<file path="config.mk">
export PLATFORM = sky130hd
export DESIGN_NAME = approx_fp32_mul
export DESIGN_NICKNAME = d
export VERILOG_FILES = /design/src/rtl/approx_fp32_pkg.sv /design/src/rtl/fp32_round_pack.sv /design/src/rtl/approx_fp32_mul.sv
export SDC_FILE = /design/constraint.sdc
export NUM_CORES = 2
export LEC_CHECK = 0
export CAP_MARGIN = 30
export CORE_ASPECT_RATIO = 1.1
export CORE_MARGIN = 10
export CORE_UTILIZATION = 40
export CTS_BUF_LIST = sky130_fd_sc_hd__clkbuf_8 sky130_fd_sc_hd__clkbuf_16
export CTS_CLUSTER_DIAMETER = 50
export DETAILED_ROUTE_END_ITERATION = 8
export MAX_ROUTING_LAYER = met4
export PLACE_DENSITY = 0.56
export SYNTH_ARGS = -nofsm -noshare
export SYNTH_HDL_FRONTEND = slang
export SYNTH_SLANG_ARGS = --single-unit
</file>
<file path="constraint.sdc">
create_clock -name clk -period 10.85 [get_ports clk]
set_input_delay 3.255 -clock clk [delete_from_list [all_inputs] [get_ports clk]]
set_output_delay 3.255 -clock clk [all_outputs]
set_load 0.01 [all_outputs]
</file>
<file path="src/rtl/approx_fp32_pkg.sv">
// Shared field widths, constants and pipeline types for the approximate
// binary32 multiplier.
package approx_fp32_pkg;

    localparam int EXP_W  = 8;
    localparam int FRAC_W = 23;
    localparam int MASK_W = 22;
    localparam int BIAS   = 127;

    localparam logic [31:0] QNAN    = 32'h7FC0_0000;
    localparam logic [31:0] POS_INF = 32'h7F80_0000;

    typedef struct packed {
        logic              sign;
        logic [EXP_W-1:0]  exp;
        logic [FRAC_W-1:0] frac;
    } fp32_t;

    // Everything the round/pack stage needs, carried between stage 1 and 2.
    typedef struct packed {
        logic        sign;
        logic [9:0]  exp;
        logic [47:0] prod;
        logic        is_nan;
        logic        is_inf;
        logic        is_zero;
    } mul_stage_t;

endpackage

</file>
<file path="src/rtl/fp32_round_pack.sv">
// Normalizes and rounds (RNE) the 48-bit significand product and packs the
// binary32 result; adds IEEE status flags when FPMUL_FLAGS_EN is defined.
module fp32_round_pack
    import approx_fp32_pkg::*;
(
    input  logic               sign,
    input  logic signed [9:0]  exp_in,
    input  logic [47:0]        prod,
    input  logic               is_nan,
    input  logic               is_inf,
    input  logic               is_zero,
    output logic [31:0]        result
`ifdef FPMUL_FLAGS_EN
    ,
    output logic [3:0]         flags
`endif
);

    logic              norm;
    logic              guard;
    logic              rnd;
    logic              sticky;
    logic              round_up;
    logic              carry;
    logic              ovf;
    logic              unf;
    logic [22:0]       frac_raw;
    logic [23:0]       mant;
    logic signed [9:0] exp_fin;

    always_comb begin
        norm     = prod[47];
        frac_raw = norm ? prod[46:24] : prod[45:23];
        guard    = norm ? prod[23] : prod[22];
        rnd      = norm ? prod[22] : prod[21];
        sticky   = norm ? (|prod[21:0]) : (|prod[20:0]);
        round_up = guard & (rnd | sticky | frac_raw[0]);
        // A carry out of the 23-bit fraction leaves it all zeros, i.e. 1.0 x 2^(e+1).
        mant     = {1'b0, frac_raw} + {23'd0, round_up};
        carry    = mant[23];
        exp_fin  = exp_in + $signed({9'd0, norm}) + $signed({9'd0, carry});
        ovf      = (exp_fin >= 10'sd255);
        unf      = (exp_fin <= 10'sd0);

        if (is_nan)
            result = QNAN;
        else if (is_inf)
            result = {sign, POS_INF[30:0]};
        else if (is_zero)
            result = {sign, 31'd0};
        else if (ovf)
            result = {sign, POS_INF[30:0]};
        else if (unf)
            result = {sign, 31'd0};
        else
            result = {sign, exp_fin[7:0], mant[22:0]};
    end

`ifdef FPMUL_FLAGS_EN
    logic special;

    always_comb begin
        special  = is_nan | is_inf | is_zero;
        flags[3] = is_nan;
        flags[2] = ~special & ovf;
        flags[1] = ~special & ~ovf & unf;
        flags[0] = ~special & (guard | rnd | sticky | ovf | unf);
    end
`endif

endmodule

</file>
<file path="src/rtl/approx_fp32_mul.sv">
// Pipelined binary32 multiplier with a run-time fraction keep-mask.
// Optional status flags output enabled by defining FPMUL_FLAGS_EN.
module approx_fp32_mul
    import approx_fp32_pkg::*;
#(
    parameter int PIPE_STAGES = 2
) (
    input  logic              clk,
    input  logic              rst,
    input  logic              in_valid,
    input  logic [31:0]       a,
    input  logic [31:0]       b,
    input  logic [MASK_W-1:0] conf_bit_mask,
    output logic              out_valid,
    output logic [31:0]       result
`ifdef FPMUL_FLAGS_EN
    ,
    output logic [3:0]        flags
`endif
);

    fp32_t       fa;
    fp32_t       fb;
    logic        a_nan, a_inf, a_zero;
    logic        b_nan, b_inf, b_zero;
    logic [23:0] sig_a;
    logic [23:0] sig_b;
    mul_stage_t  s1_d;
    mul_stage_t  s1;
    logic        s1_valid;
    logic [31:0] rp_result;

    assign fa = a;
    assign fb = b;

    // Special detection uses the unmasked fraction so masking can never turn a NaN into Inf.
    always_comb begin
        a_nan  = (fa.exp == 8'hFF) && (fa.frac != '0);
        a_inf  = (fa.exp == 8'hFF) && (fa.frac == '0);
        a_zero = (fa.exp == 8'h00);
        b_nan  = (fb.exp == 8'hFF) && (fb.frac != '0);
        b_inf  = (fb.exp == 8'hFF) && (fb.frac == '0);
        b_zero = (fb.exp == 8'h00);

        sig_a = {1'b1, fa.frac[22], fa.frac[21:0] & conf_bit_mask};
        sig_b = {1'b1, fb.frac[22], fb.frac[21:0] & conf_bit_mask};

        s1_d.sign    = fa.sign ^ fb.sign;
        s1_d.exp     = $signed({2'b00, fa.exp}) + $signed({2'b00, fb.exp}) - 10'(BIAS);
        s1_d.prod    = sig_a * sig_b;
        s1_d.is_nan  = a_nan | b_nan | (a_inf & b_zero) | (a_zero & b_inf);
        s1_d.is_inf  = a_inf | b_inf;
        s1_d.is_zero = a_zero | b_zero;
    end

    // Any value other than 2 builds the single-stage variant.
    generate
        if (PIPE_STAGES == 2) begin : g_pipe2
            always_ff @(posedge clk) begin
                if (rst) begin
                    s1_valid <= 1'b0;
                    s1       <= '0;
                end else begin
                    s1_valid <= in_valid;
                    if (in_valid)
                        s1 <= s1_d;
                end
            end
        end else begin : g_pipe1
            assign s1_valid = in_valid;
            assign s1       = s1_d;
        end
    endgenerate

`ifdef FPMUL_FLAGS_EN
    logic [3:0] rp_flags;
`endif

    fp32_round_pack u_round_pack (
        .sign    (s1.sign),
        .exp_in  (s1.exp),
        .prod    (s1.prod),
        .is_nan  (s1.is_nan),
        .is_inf  (s1.is_inf),
        .is_zero (s1.is_zero),
        .result  (rp_result)
`ifdef FPMUL_FLAGS_EN
        ,
        .flags   (rp_flags)
`endif
    );

    always_ff @(posedge clk) begin
        if (rst) begin
            out_valid <= 1'b0;
            result    <= '0;
        end else begin
            out_valid <= s1_valid;
            if (s1_valid)
                result <= rp_result;
        end
    end

`ifdef FPMUL_FLAGS_EN
    always_ff @(posedge clk) begin
        if (rst)
            flags <= '0;
        else if (s1_valid)
            flags <= rp_flags;
    end
`endif

endmodule

</file>
==> flow_summary.json <==
{
  "status": "complete, no violations",
  "path_buf_inv": 6,
  "postCtsResizedCells": 0,
  "grt_util_all_layers_pct": 25.46,
  "syn_to_final_growth_pct": 14.31,
  "postLayoutCoreUtil_pct": 46.33,
  "synth-xor-area-share_pct": 1.802,
  "end_kind": "flop",
  "postCtsSetupBuffers": 0,
  "synthTopCellsByCount": "600 x inv_1, 484 x fa_1, 389 x nand2_1",
  "instances_no_fill": 3808,
  "synth_cell_types": 74,
  "tightest_slew_ns": 0.8887,
  "post-route-drc-count": 0,
  "ant_nets": 0,
  "die_h_um": 275.9,
  "layout-drive-gt1-share_pct": 7.584,
  "clock.fmax_mhz": 94.27,
  "critPathMaxFanout": 6,
  "synth-compound-area-share_pct": 8.332,
  "syn_nets": 3634,
  "rsz0062_at_grt": "no",
  "tns_ns": 0,
  "critPathMaxStageDelay_ns": 0.57,
  "power.leakage_nw": 13.44,
  "place_inst": 3789,
  "ios": 122,
  "min_to": "result[31]",
  "dieArea_mm2": 0.06971,
  "hold_path.class": "reg2reg",
  "powerDensity_mw_per_mm2": 175.4,
  "stdcell_area_mm2": 0.02722,
  "clock_path_buffers": 2,
  "drv_slew": 0,
  "yosys.cell_count.top_type": "inv_1",
  "nets": 3805,
  "synth_mux_area_share_pct": 1.513,
  "ctsRootBufferMaster": "clkbuf_16",
  "grt_pass1_vias": 21870,
  "start_kind": "input pin",
  "timing.rr.start": "s1[50]",
  "grt-ovfl-total": 0,
  "r2r_setup_slack_ns": 4.90,
  "rows": 93,
  "hold_start": "result[31]",
  "dp_slack_ns": 0.05245,
  "cts_sinks": 96,
  "clk_pin_slew_ns": 0.08,
  "drt-initial-drc-count": 1426,
  "netlist.top_cell.by_area": "fa_1",
  "grt_first_pass_wirelength_mm": 131.9,
  "initial_core_util_pct": 40.53,
  "irDropWorstVdd_mv": 0.1486,
  "gp_congestion": 0.9992,
  "htreeDepth": 3,
  "finalClockSkew_ns": 0.01023,
  "finalSetupViolCount": 0,
  "netlist.area_leader.share_pct": 40.69,
  "synth_top_flop_cell": "dfxtp_1",
  "async_flop_share_pct": 0,
  "dpl.hpwl_mm": 70.68,
  "core_area_mm2": 0.05876,
  "fin_crit_sh_pct": 97.76,
  "antenna_found_initial": 2,
  "maxCapViolCount": 0,
  "netlist_instances": 2870,
  "io_buffer_count": 121,
  "synthTopCellsByArea": "fa_1 41%, ha_1 10%, inv_1 9.5%",
  "numCtsBuffers": 9,
  "crit_top_cell": "fa_1",
  "cts_tree": "done",
  "syn_area_mm2": 0.02382,
  "yosysWarnings": 0,
  "criticalPathCategory": "in2reg",
  "vias": 20320,
  "post_drt_via_cell_ratio": 5.337,
  "final.fill_count": 5895,
  "grt_max_degree": 71,
  "critical_path_arrival_ns": 10.84,
  "clk_latency_ns": 0.36,
  "synth_top_family_by_area": "adder cells",
  "ys_seq_elements": 96,
  "avgSynthCellArea_um2": 8.298,
  "drt_pass1_iterations": 7,
  "synthSimpleGateAreaFrac_pct": 17.50,
  "crit-reg2reg-capture": "result[8]",
  "ys_seq_area_share_pct": 8.070,
  "dpl-instance-area_mm2": 0.02690,
  "fp.dieW_um": 252.7,
  "slew-limit-headroom_pct": 40.75,
  "cts_hold_buffers": 0,
  "cp_slowest_cell": "fa_1",
  "hold_violations": 0,
  "path_cells": "clkdlybuf4s50_1 -> and2_1 -> clkinv_1 -> nor2_1 -> fa_1 -> fa_1 -> inv_1 -> fa_1 -> fa_1 -> inv_1 -> fa_1 -> fa_1 -> inv_1 -> fa_1 -> inv_1 -> ha_1 -> a21o_1 -> a21o_1 -> a21oi_1 -> o21ai_0 -> o21bai_2 -> a21oi_1 -> o2111a_1 -> or4_1",
  "synthAdderAreaFrac_pct": 50.72,
  "hold_depth": 2,
  "wl_mm": 83.37,
  "critPathRequiredTime_ns": 11.09,
  "rr_worst_depth": 22,
  "post_drt_wl_per_cell_um": 21.89,
  "final.min_clock_period_ns": 10.61,
  "cp_top_family": "adder cells",
  "finalWorstSetupSlack_ns": 0.2427,
  "synth_edf_count": 0
}
## cell type report
| class | count | area [um^2] | share of cell area (%) |
|---|---|---|---|
| Antenna cell | 2 | 5.005 | 0.01838 |
| Clock buffer | 9 | 225.2 | 0.8273 |
| Clock inverter | 7 | 61.31 | 0.2252 |
| Inverter | 611 | 2293 | 8.424 |
| Multi-Input combinational cell | 2011 | 19020 | 69.86 |
| Sequential cell | 96 | 1923 | 7.064 |
| Tap cell | 760 | 950.9 | 3.493 |
| Timing Repair Buffer | 312 | 2745 | 10.08 |
## kinds of logic (layout without fill, tap and decap cells)
group,after synthesis,count (layout)
AND/OR/NAND/NOR,951,951
buffers and inverters,763,939
adder cells (fa/ha/maj),675,675
AO/OA/AOI/OAI,301,301
flip-flops,96,96
XOR/XNOR,49,49
multiplexers,35,35
other,0,2
## how the worst max path moves through the flow
stage | start | to | cells after the start
2_1_floorplan | conf_bit_mask[10] | s1[48] | 28
3_3_place_gp | b[9] | s1[48] | 24
3_5_place_dp | b[9] | s1[48] | 24
4_1_cts | b[9] | s1[48] | 24
5_1_grt | b[9] | s1[48] | 24
6_report | b[9] | s1[48] | 24
## per-stage QoR
step / power [mW] / hold slack (ns)
floorplan: 2.844 / 0.4407
global placement: 4.434 / 0.4451
detailed placement: 4.432 / 0.4455
CTS: 4.807 / 0.4598
global route: 5.286 / 0.4719
finish: 4.774 / 0.4558
## power breakdown
group          switching, mW  internal, mW
logic                   2.26          1.70
clock network          0.158         0.161
registers             0.0793         0.418
total                   2.50          2.28
## cells in the final DEF, fill, tap and decap left out, types with 30 or more instances in the layout
cell / Yosys / routed
inv_1: 600 / 601
fa_1: 484 / 484
nand2_1: 389 / 389
nor2_1: 333 / 333
ha_1: 191 / 191
buf_4: 0 / 184
clkdlybuf4s50_1: 0 / 119
a21oi_1: 102 / 102
dfxtp_1: 96 / 95
and3_1: 42 / 42
nand3_1: 35 / 35
xnor2_1: 35 / 35
nand4_1: 30 / 30
mux2i_1: 30 / 30
## layer usage
layer | track usage, % | wire length [um] | vias to the layer above
li1 | - | - | 9178
met1 | 32.93 | 35600 | 10140
met2 | 39.64 | 37830 | 845
met3 | 4.388 | 6389 | 160
met4 | 9.379 | 3547 | 0
met5 | - | 0 | -
## tightest hold or removal path: cells and delay by family, from the launching register on
kind / cells / cell delay [ns]
flops: 1 / 0.32
compound gates: 1 / 0.05
simple gates: 1 / 0.05
## flip-flops by register name (all words and copies together) (netlist names)
signal,cells
out_valid,1
result,32
s1,62
s1_valid,1
No activity file was read; power rests on OpenSTA's default activity.
